==> src/rtl/audio_pkg.sv <==
// audio_pkg: shared sample width, sample type and DAC serializer state encoding.
package audio_pkg;
    localparam int DATA_W_DEF = 16;
    typedef logic signed [DATA_W_DEF-1:0] sample_t;
    typedef enum logic [2:0] {IDLE, LOAD, DELAY, SHIFT, PAD} dac_state_e;
endpackage

==> src/rtl/audio_sample_fifo.sv <==
// audio_sample_fifo: synchronous sample FIFO with wrap-flag pointers; no push-to-pop bypass.
module audio_sample_fifo #(
    parameter int DATA_W = 16,
    parameter int DEPTH  = 4
) (
    input  logic                     clk,
    input  logic                     rst_n,
    input  logic                     push_i,
    input  logic [DATA_W-1:0]        data_i,
    input  logic                     pop_i,
    output logic [DATA_W-1:0]        data_o,
    output logic                     full_o,
    output logic                     empty_o,
    output logic [$clog2(DEPTH):0]   level_o
);
    localparam int AW = $clog2(DEPTH);
    localparam int LW = AW + 1;
    logic [DATA_W-1:0] mem_q [DEPTH];
    logic [AW:0] wr_q, rd_q;
    always_ff @(posedge clk or negedge rst_n) begin
        if (!rst_n) begin
            wr_q <= '0;
            rd_q <= '0;
        end else begin
            if (push_i) wr_q <= wr_q + LW'(1);
            if (pop_i) rd_q <= rd_q + LW'(1);
        end
    end
    always_ff @(posedge clk) begin
        if (push_i) mem_q[wr_q[AW-1:0]] <= data_i;
    end
    assign level_o = wr_q - rd_q;
    assign full_o  = level_o == LW'(DEPTH);
    assign empty_o = wr_q == rd_q;
    assign data_o  = mem_q[rd_q[AW-1:0]];
endmodule

==> src/rtl/audio_dac_serializer.sv <==
// audio_dac_serializer: FIFO-buffered I2S mono serializer framed by the codec's BCLK/DACLRCK.
// `DAC_UNDERRUN_HOLD_EN: on underrun repeat the previous sample instead of playing silence.
module audio_dac_serializer
    import audio_pkg::*;
#(
    parameter int DATA_W     = DATA_W_DEF,
    parameter int FIFO_DEPTH = 4,
    parameter int I2S_DELAY  = 1
) (
    input  logic                          i_clk,
    input  logic                          i_rst_n,
    input  logic                          i_valid,
    input  logic [DATA_W-1:0]             i_data,
    input  logic                          i_aud_bclk,
    input  logic                          i_aud_daclrck,
    output logic                          o_aud_dacdat,
    output logic                          o_overflow,
    output logic                          o_underrun,
    output logic [$clog2(FIFO_DEPTH):0]   o_fifo_level
);
    localparam int BW = $clog2(DATA_W + 1);
    localparam int CW = $clog2(I2S_DELAY + 1) + 1;

    logic [2:0] bclk_q, lr_q;
    logic bclk_fall, lr_fall, lr_rise;
    dac_state_e state_q, state_d;
    logic [DATA_W-1:0] held_q, held_d, sh_q, sh_d, src, ur_word, fifo_dout;
    logic [BW-1:0] bit_cnt_q, bit_cnt_d, bits;
    logic [CW-1:0] delay_cnt_q, delay_cnt_d;
    logic dac_q, dac_d, ovf_q, ur_q, start, emit;
    logic push, pop, full, empty;

    audio_sample_fifo #(.DATA_W(DATA_W), .DEPTH(FIFO_DEPTH)) u_fifo (
        .clk     (i_clk),
        .rst_n   (i_rst_n),
        .push_i  (push),
        .data_i  (i_data),
        .pop_i   (pop),
        .data_o  (fifo_dout),
        .full_o  (full),
        .empty_o (empty),
        .level_o (o_fifo_level)
    );

    assign bclk_fall = bclk_q[2] & ~bclk_q[1];
    assign lr_fall   = lr_q[2] & ~lr_q[1];
    assign lr_rise   = ~lr_q[2] & lr_q[1];

    // A pop frees a slot, so a push arriving in the LOAD cycle is accepted even when full.
    assign pop  = (state_q == LOAD) && !empty;
    assign push = i_valid && (!full || pop);

`ifdef DAC_UNDERRUN_HOLD_EN
    assign ur_word = held_q;
`else
    assign ur_word = '0;
`endif

    assign held_d = (state_q == LOAD) ? (pop ? fifo_dout : ur_word) : held_q;
    assign start  = (state_q == LOAD) || (!lr_fall && lr_rise && state_q inside {DELAY, SHIFT, PAD});
    assign emit   = start ? (I2S_DELAY == 0)
                  : (!lr_fall && bclk_fall && ((state_q == DELAY && delay_cnt_q == CW'(1)) ||
                                               (state_q == SHIFT && bit_cnt_q != '0)));
    assign src    = start ? held_d : sh_q;
    assign bits   = start ? BW'(DATA_W) : bit_cnt_q;

    // The LRCK edge coincides with a BCLK fall, which counts as the first delay slot.
    always_comb begin
        state_d     = state_q;
        sh_d        = sh_q;
        bit_cnt_d   = bit_cnt_q;
        delay_cnt_d = delay_cnt_q;
        dac_d       = dac_q;
        if (emit) begin
            state_d   = SHIFT;
            dac_d     = src[DATA_W-1];
            sh_d      = src << 1;
            bit_cnt_d = bits - BW'(1);
        end else if (start) begin
            state_d     = DELAY;
            dac_d       = 1'b0;
            sh_d        = held_d;
            bit_cnt_d   = BW'(DATA_W);
            delay_cnt_d = CW'(I2S_DELAY);
        end else if (lr_fall) begin
            state_d = LOAD;
            dac_d   = 1'b0;
        end else if (bclk_fall && state_q == DELAY) begin
            delay_cnt_d = delay_cnt_q - CW'(1);
        end else if (bclk_fall && state_q == SHIFT) begin
            state_d = PAD;
            dac_d   = 1'b0;
        end
    end

    always_ff @(posedge i_clk or negedge i_rst_n) begin
        if (!i_rst_n) begin
            bclk_q      <= '0;
            lr_q        <= '0;
            state_q     <= IDLE;
            held_q      <= '0;
            sh_q        <= '0;
            bit_cnt_q   <= '0;
            delay_cnt_q <= '0;
            dac_q       <= 1'b0;
            ovf_q       <= 1'b0;
            ur_q        <= 1'b0;
        end else begin
            bclk_q      <= {bclk_q[1:0], i_aud_bclk};
            lr_q        <= {lr_q[1:0], i_aud_daclrck};
            state_q     <= state_d;
            held_q      <= held_d;
            sh_q        <= sh_d;
            bit_cnt_q   <= bit_cnt_d;
            delay_cnt_q <= delay_cnt_d;
            dac_q       <= dac_d;
            ovf_q       <= i_valid && full && !pop;
            ur_q        <= (state_q == LOAD) && empty;
        end
    end

    assign o_aud_dacdat = dac_q;
    assign o_overflow   = ovf_q;
    assign o_underrun   = ur_q;
endmodule
==> config.mk <==
export PLATFORM = sky130hd
export DESIGN_NAME = audio_dac_serializer
export DESIGN_NICKNAME = d
export VERILOG_FILES = /design/src/rtl/audio_pkg.sv /design/src/rtl/audio_sample_fifo.sv /design/src/rtl/audio_dac_serializer.sv
export SDC_FILE = /design/constraint.sdc
export NUM_CORES = 1
export LEC_CHECK = 0
export ABC_AREA = 1
export BUFFER_PORTS_ARGS = -buffer_cell sky130_fd_sc_hd__buf_2
export CELL_PAD_IN_SITES_DETAIL_PLACEMENT = 0
export CELL_PAD_IN_SITES_GLOBAL_PLACEMENT = 1
export CORE_ASPECT_RATIO = 1.1
export CORE_MARGIN = 2
export CORE_UTILIZATION = 35
export DETAILED_ROUTE_END_ITERATION = 16
export PLACE_DENSITY_LB_ADDON = 0.1
export SLEW_MARGIN = 20
export SYNTH_ARGS = -nofsm -noshare
export SYNTH_HDL_FRONTEND = slang
export SYNTH_HIERARCHICAL = 1
export SYNTH_SLANG_ARGS = --single-unit
==> constraint.sdc <==
create_clock -name i_clk -period 6 [get_ports i_clk]
set_input_delay 0.6 -clock i_clk [delete_from_list [all_inputs] [get_ports i_clk]]
set_output_delay 0.6 -clock i_clk [all_outputs]
set_load 0.05 [all_outputs]
==> summary.txt, run 1 <==
Floorplanning
  – Initial cell density of the core: 0.357
  – Die H: 134 um
  – Row cnt: 47
  – Num ports: 27
  – Die Wd: 122 um
  – Core area: 15100 sq um
  – Die ar.: 16300 sq um

Yosys
  – Main combinational cell family by area after synthesis: simple AND/OR/NAND/NOR gates
  – Mux share of post-synthesis cell area: 0
  – Mapped Cells: 531
  – Synth Area in Simple Gates: 0.198
  – Post-Synth XOR/XNOR Area: 0.00653
  – Compound-gate portion of the synthesized area: 0.0697
  – Post-synthesis cell area: 5370 sq um
  – Area fraction of the dominant cell type after synthesis: 0.358
  – Ys Warns: 6
  – Adder-Cell Fraction of Synth Area: 0.0247
  – Seq/Total Area, Yosys: 0.624
  – Synth Net Count: 562
  – Flop and latch count out of synthesis: 121
  – Area contributors post-synth: edfxtp_1 (36%), dfrtp_1 (27%), nand2_1 (15%), inv_1 (3.9%), buf_6 (2.5%)
  – Yosys top cell by area: edfxtp_1
  – Netlist cell types: 30
  – Syn Area/Cell: 10.1 sq um

Clock tree
  – CTS tree: yes
  – Clock transition at path regs: 0.05 ns
  – Longest Clk Path Bufs: 2
  – Worst-skew pair later-pin latency: 0.42 ns
  – CTS Hold Buffers Added: 0
  – CTS buffer count: 17
  – Post-CTS Resized: 0
  – Setup bufs post-CTS: 0
  – Root Buffer: clkbuf_16
  – Htree depth: 4
  – Sink Count: 121

Flow run
  – Max cap viols: 0

Finish
  – Final Non-Filler Cells: 766
  – Fill count: 1488
  – Storage element area: 3350 sq um
  – Fin util: 0.413
  – Area occupied by multi-input gates: 1600 sq um
  – Share of cells above drive strength 1: 0.146
  – Final Net Count: 588
  – Design area: 6220 sq um
  – # diodes: 0
  – Area grow syn2layout: 15.8%

Route
  – Wirelength per Cell: 13.2 um
  – DR DRC count: 0
  – Detailed-router iteration count before antenna repair: 6
  – ANT nets after route: 0
  – Via count: 3400
  – Drt total wl: 10.1 mm
  – Detailed Route Iter0 Violations: 225
  – Vias per cell: 4.44

STA
  – FMAX: 279 MHz
  – Fin Hold WS: 0.289 ns
  – Clk_skew: 0.00495 ns
  – Sum Neg Setup Slack: 0 ns
  – Worst Max-Slew Pin Slew: 0.823 ns
  – Max-slew headroom: 0.447
  – Final worst-path cycle share: 0.597
  – Hold Violations, Final: 0
  – Final min period: 3.58 ns
  – RSZ-0062 raised after global routing: false
  – Final setup vio count: 0
  – Max-slew violation count: 0

Critical path
  – Critical path data required time: 6.05 ns
  – Critical path class: register to register
  – Worst R2R Setup Slack: 2.42 ns
  – Startpoint Class: register
  – Crit Path Max Fanout: 67
  – Critical path arrival: 3.63 ns
  – Crit. End Element: register

Global routing
  – Largest net degree at the start of global routing: 68
  – First-pass GRT wire length: 17.4 mm
  – Initial antenna violation count: 0
  – Global route overflow: 0
  – Vias in the first global route: 3518
  – Total Routing Usage GR: 0.140

Power and ir drop
  – LEAKAGE: 0.00289 uW
  – Max VDD drop: 0.000206 V
  – PD cells: 562 nW/um^2

Place
  – HPWL after DPL: 6.39 mm
  – Placed Area: 5570 sq um
  – Placer Congestion: 0.749
  – IO Port Bufs: 26
  – Placed insts: 734

Outcome
  – Outcome: complete, no violations

Worst hold path
  – HP Class: primary input to register
registers in the layout, summed over array words and instances, names as in the netlist:
register	count
u_fifo/mem_q	64
delay_cnt_q	2
held_q	16
o_aud_dacdat	1
lr_q	3
bclk_q	3
u_fifo/rd_q	3
o_underrun	1
sh_q	16
u_fifo/wr_q	3
o_overflow	1
bit_cnt_q	5
state_q	3
final timing paths:
| kind | startpoint | depth (start not counted) | to |
|---|---|---|---|
| setup reg to reg | u_fifo/rd_q[0] | 9 | u_fifo/mem_q[3][12] |
| hold reg to reg | bclk_q[0] | 0 | bclk_q[1] |
| min in group asynchronous | i_rst_n | 2 | bclk_q[1] |
| max in group asynchronous | i_rst_n | 2 | u_fifo/rd_q[0] |
| setup / recovery | u_fifo/rd_q[0] | 9 | u_fifo/mem_q[3][12] |
| hold / removal | i_aud_bclk | 1 | bclk_q[0] |
kinds of logic after synthesis:
family	Yosys count
flops	121
simple gates	254
buf+inv	80
fa+ha+maj	10
xor+xnor	4
compound gates	62
stage by stage:
| stage | total power [uW] | setup slack (ns) |
|---|---|---|
| after detailed placement | 2420 | 2.08 |
| final | 3490 | 2.42 |
| after floorplan | 2220 | 3.18 |
| after CTS | 3550 | 2.07 |
| after global placement | 2400 | 2.22 |
| after global routing | 3780 | 2.14 |
cells in the mapped netlist:
cell	count
inv_1	56
nor2_8	1
o21ai_0	11
buf_6	12
a21oi_4	1
nand2_1	212
nand2_4	2
ha_1	9
a21oi_1	18
a21boi_0	1
nand3b_1	1
nand4_1	9
a21oi_2	2
nor2_1	13
nor2_2	1
xor2_1	4
inv_2	3
fa_1	1
buf_2	6
nand2_2	8
nand3_4	1
o211ai_1	17
dfrtp_1	57
o21ai_1	12
buf_4	2
nor2_4	1
nand3_1	4
buf_8	1
edfxtp_1	64
or2_2	1
critical path, cell delays in order (launching register included):
cell	delay, ns
dfrtp_2	0.34
buf_4	0.50
ha_1	0.25
inv_1	0.05
fa_1	0.48
or2_2	0.11
a21oi_1	0.04
a21boi_0	0.67
nand2_1	0.18
inv_1	0.56
layout by cell type (no fill, tap or decap), types with 3 or more instances in the layout:
master      instances
buf_2              26
bufinv_16           5
nand3_1             4
edfxtp_1           64
nand2_1           212
inv_2               3
o21ai_1            12
nand4_1             9
clkinv_4            5
nor2_1             13
ha_1                9
inv_1              56
o211ai_1           17
clkinvlp_4          3
xor2_1              4
clkbuf_16          17
o21ai_0            11
dfrtp_1            55
nand2_2             8
a21oi_1            18
power breakdown:
group	internal, uW	switching (uW)
Sequential	1140	121
Combinational	328	794
Clock	737	370
cell type report:
cell class / count / share of cell area
well taps: 196 / 0.0394
clock inverters: 15 / 0.0364
flip-flops and latches: 121 / 0.539
repair buffers: 28 / 0.0233
inverters: 59 / 0.0356
multi-input cells: 330 / 0.258
clock buffers: 17 / 0.0684
layer usage:
metal	share of wire	GRT usage	vias up
met4	0.021	0.0658	0
met3	0.029	0.0387	17
met2	0.46	0.211	44
met1	0.49	0.187	1572
met5	0	0	-
li1	-	-	1767
Power figures use the tool's default switching activity.
==> inputs of run 2 (changes only) <==
clock period = 3.6 ns   (was 6 ns; I/O delays follow)
==> summary.txt, run 2 (same netlist as run 1, synthesis figures left out) <==
Outcome
  – Outcome: complete, no violations

Floorplanning
  – Initial cell density of the core: 0.357
  – Die ar.: 16300 sq um
  – Core area: 15100 sq um
  – Die Wd: 122 um
  – Row cnt: 47
  – Die H: 134 um
  – Num ports: 27

Critical path
  – Critical path origin: u_fifo/wr_q[0]
  – Crit Path Max Fanout: 16
  – Critical path arrival: 3.03 ns
  – Critical path data required time: 3.70 ns
  – Critical path class: register to register
  – Reg2reg start: u_fifo/wr_q[0]
  – Crit. End Element: register
  – Startpoint Class: register

Finish
  – Fill count: 1520
  – Commonest cells after routing, fill and taps aside: nand2_1 (212), edfxtp_1 (64), inv_1 (56), dfrtp_1 (56), buf_2 (26)
  – Final Net Count: 596
  – Area grow syn2layout: 16.2%
  – # diodes: 0
  – Final Non-Filler Cells: 774
  – Max reg flops: 64
  – Commonest non-fill, non-tap cell in the layout: nand2_1
  – Share of cells above drive strength 1: 0.147

Clock tree
  – Worst-skew pair later-pin latency: 0.42 ns
  – Post-CTS Resized: 0
  – Sink Count: 121
  – Clock transition at path regs: 0.06 ns
  – Root Buffer: clkbuf_16
  – Setup bufs post-CTS: 0
  – CTS tree: yes
  – CTS Hold Buffers Added: 1
  – Longest Clk Path Bufs: 2
  – CTS buffer count: 17
  – Htree depth: 4

Place
  – Placed insts: 741
  – HPWL after DPL: 6.71 mm
  – IO Port Bufs: 26
  – Placer Congestion: 0.740

Power and ir drop
  – LEAKAGE: 0.00291 uW
  – PD cells: 926 nW/um^2
  – Max VDD drop: 0.000373 V

STA
  – Clk_skew: 0.0113 ns
  – RSZ-0062 raised after global routing: false
  – Final min period: 2.93 ns
  – Hold Violations, Final: 0
  – Sum Neg Setup Slack: 0 ns
  – Max-slew violation count: 0
  – FMAX: 341 MHz
  – Max-slew headroom: 0.421
  – Final worst-path cycle share: 0.815
  – Final setup vio count: 0
  – Worst Max-Slew Pin Slew: 0.861 ns

Route
  – Via count: 3483
  – Detailed-router iteration count before antenna repair: 4
  – DR DRC count: 0
  – Wirelength per Cell: 13.5 um
  – Detailed Route Iter0 Violations: 171
  – ANT nets after route: 0
  – Vias per cell: 4.50
  – Drt total wl: 10.5 mm

Worst hold path
  – Min-delay src: i_aud_bclk
  – HP Class: primary input to register

Global routing
  – Largest net degree at the start of global routing: 67
  – First-pass GRT wire length: 17.9 mm
  – Total Routing Usage GR: 0.145
  – Vias in the first global route: 3558
  – Global route overflow: 0
  – Initial antenna violation count: 0

Flow run
  – Max cap viols: 0
run 2: changes by cell type in the layout (fill, tap and decap cells not counted):
cell,change
buf_4,+7
clkinv_4,-3
clkbuf_1,+2
clkinv_1,+2
bufinv_16,-1
dfrtp_1,+1
dfrtp_2,-1
dlygate4sd3_1,+1
run 2: where the power goes:
group	switching [uW]	internal, uW
Combinational	1400	583
Sequential	149	1900
Clock	598	1150
run 2: final cells by class:
| class | instances | area [sq um] | share of cell area |
|---|---|---|---|
| multi-input combinational | 330 | 1600 | 0.257 |
| sequential | 121 | 3350 | 0.537 |
| inverter | 59 | 221 | 0.0355 |
| clock inverter | 13 | 178 | 0.0285 |
| clock buffer | 19 | 433 | 0.0694 |
| timing repair buffer | 36 | 208 | 0.0333 |
| tap | 196 | 245 | 0.0393 |
run 2: stage by stage:
step                hold slack [ns]  utilization  total power, uW  setup slack (ns)  area [sq um]
finish                       0.0522        0.414             5780             0.666          6240
floorplan                    0.0644            -             3710             0.785          5370
CTS                          0.0361        0.414             5870             0.656          6240
global placement              0.333        0.373             4060             0.723          5620
global route                 0.0392        0.414             6230             0.474          6240
detailed placement            0.336        0.373             4090             0.659          5620
run 2: metal layers:
layer	vias up	GRT usage	part of all wire
li1	1777	-	-
met1	1646	0.180	0.46
met2	46	0.238	0.49
met3	14	0.0366	0.031
met4	0	0.0651	0.018
met5	-	0	0
run 2: final timing paths:
check,to,slack [ns],depth (start not counted)
worst min-delay path,bclk_q[0],0.05,1
min in group asynchronous,bclk_q[2],0.43,2
max in group asynchronous,held_q[9],2.41,3
worst max register to register,u_fifo/mem_q[3][13],0.67,10
worst min register to register,lr_q[1],0.34,0
worst max-delay path,u_fifo/mem_q[3][13],0.67,10
run 2: worst max-delay path, stage by stage (launching register included):
cell and delay, ns:
dfrtp_1 0.42, inv_1 0.12, ha_1 0.15, inv_1 0.05, fa_1 0.49, or2_2 0.11, a21oi_1 0.04, a21boi_0 0.70
nand2_1 0.19, inv_1 0.09, buf_4 0.26
==> inputs of run 3 (changes only) <==
clock period = 2.9 ns   (was 3.6 ns; I/O delays follow)
==> summary.txt, run 3 (same netlist as run 1, synthesis figures left out) <==
STA
  – FMAX: 374 MHz
  – Worst Max-Slew Pin Slew: 0.614 ns
  – Max-slew headroom: 0.587
  – Sum Neg Setup Slack: 0 ns
  – Final setup vio count: 0
  – RSZ-0062 raised after global routing: false
  – Final min period: 2.67 ns
  – Max-slew violation count: 0
  – Hold Violations, Final: 0
  – Final worst-path cycle share: 0.922
  – Setup slack after layout: 0.226 ns
  – Clk_skew: 0.00480 ns

Critical path
  – Crit path top cell by count: inv_1
  – Critical path class: register to register
  – Crit. End Element: register
  – Crit Path Max Fanout: 16
  – Critical path arrival: 2.78 ns
  – Worst path slowest cell: a21boi_0
  – Critical path data required time: 3.01 ns
  – Startpoint Class: register
  – Largest stage delay on the critical path: 0.52 ns
  – Cell chain of the critical path: inv_1 > ha_1 > inv_1 > fa_1 > or2_2 > a21oi_1 > a21boi_0 > nand2_1 > inv_1 > buf_12

Floorplanning
  – Row cnt: 47
  – Initial cell density of the core: 0.357
  – Die Wd: 122 um
  – Die ar.: 16300 sq um
  – Num ports: 27
  – Core area: 15100 sq um
  – Die H: 134 um

Global routing
  – Vias in the first global route: 3415
  – First-pass GRT wire length: 17.3 mm
  – Initial antenna violation count: 0
  – Total Routing Usage GR: 0.139
  – Largest net degree at the start of global routing: 67
  – Global route overflow: 0

Finish
  – Max reg flops: 64
  – Share of cells above drive strength 1: 0.151
  – # diodes: 0
  – Area grow syn2layout: 16.2%
  – Final Net Count: 599
  – Commonest non-fill, non-tap cell in the layout: nand2_1
  – Final Non-Filler Cells: 777
  – Commonest cells after routing, fill and taps aside: nand2_1 (212), edfxtp_1 (64), inv_1 (56), dfrtp_1 (56), buf_2 (26)
  – Fill count: 1510

Power and ir drop
  – LEAKAGE: 0.00288 uW
  – Max VDD drop: 0.000561 V
  – PD cells: 1100 nW/um^2

Flow run
  – Max cap viols: 0

Place
  – Placer Congestion: 0.735
  – HPWL after DPL: 6.71 mm
  – Post-Place Setup Slack: 0.177 ns
  – IO Port Bufs: 26
  – Placed insts: 742

Clock tree
  – Sink Count: 121
  – Post-CTS Resized: 0
  – Root Buffer: clkbuf_16
  – Longest Clk Path Bufs: 2
  – CTS buffer count: 17
  – Clock transition at path regs: 0.05 ns
  – CTS tree: yes
  – Worst-skew pair later-pin latency: 0.40 ns
  – Htree depth: 4

Route
  – ANT nets after route: 0
  – Drt total wl: 10.1 mm
  – Via count: 3435
  – Detailed Route Iter0 Violations: 158
  – Wirelength per Cell: 13.0 um
  – Detailed-router iteration count before antenna repair: 4
  – Vias per cell: 4.42
  – DR DRC count: 0

Outcome
  – Outcome: complete, no violations

Worst hold path
  – HP Class: primary input to register
-- run 3: changes by cell type in the layout (fill, tap and decap cells not counted) --
cell           change
clkinv_2           -1
clkinv_1           -1
buf_4              -3
clkinvlp_4         +5
clkinv_4           +1
clkbuf_1           -1
dlygate4sd3_1      +2
inv_6              +1
bufinv_16          -4
buf_12             +4
-- run 3: critical path, delay by kind of cell (launching register included) --
| kind | cells | cell delay (ns) |
|---|---|---|
| AOI/OAI and AO/OA | 2 | 0.56 |
| DFF | 1 | 0.42 |
| and+or+nand+nor | 2 | 0.28 |
| adders and majority gates | 2 | 0.64 |
| buffers and inverters | 4 | 0.47 |
-- run 3: what timing repair did --
action / 4_1_cts / 5_1_grt
buffers inserted: 0 / 0
hold endpoints to repair: 26 / 0
hold buffers: 3 / 0
-- run 3: layout make-up --
type	instances	area, sq um	area share
clock buffer	18	429	0.0688
sequential	121	3350	0.537
multi-input combinational	330	1600	0.257
tap	196	245	0.0393
inverter	59	221	0.0355
clock inverter	14	104	0.0166
timing repair buffer	39	285	0.0457
-- run 3: worst paths after layout --
kind                                     start                  end  slack, ns  depth (start not counted)
worst max-delay path            u_fifo/wr_q[0]   u_fifo/mem_q[3][6]       0.23                         10
worst min-delay path                i_data[11]  u_fifo/mem_q[1][11]        0.1                          1
max in group asynchronous              i_rst_n           held_q[11]       1.88                          3
worst max register to register  u_fifo/wr_q[0]   u_fifo/mem_q[3][6]       0.23                         10
worst min register to register         lr_q[0]              lr_q[1]       0.35                          0
min in group asynchronous              i_rst_n            bclk_q[1]       0.43                          2
-- run 3: power by group --
group,total (uW),switching (uW),internal [uW]
sequential,2550,191,2360
clock,1840,753,1090
combinational,2500,1730,776
-- run 3: routing by layer --
metal,global-route usage,routed length [um],vias to the layer above
li1,-,-,1786
met1,0.180,4900,1611
met2,0.222,4910,32
met3,0.0340,209,6
met4,0.0587,114,0
met5,0,0,-
-- run 3: stage by stage --
stage           util  hold WS [ns]  power [uW]  area, sq um
6_report       0.414        0.0992        6890         6240
4_1_cts        0.414        0.0789        7020         6240
2_1_floorplan      -      -0.00559        4600         5370
3_5_place_dp   0.377         0.337        5130         5680
3_3_place_gp   0.377         0.330        5100         5680
5_1_grt        0.414        0.0881        7470         6240
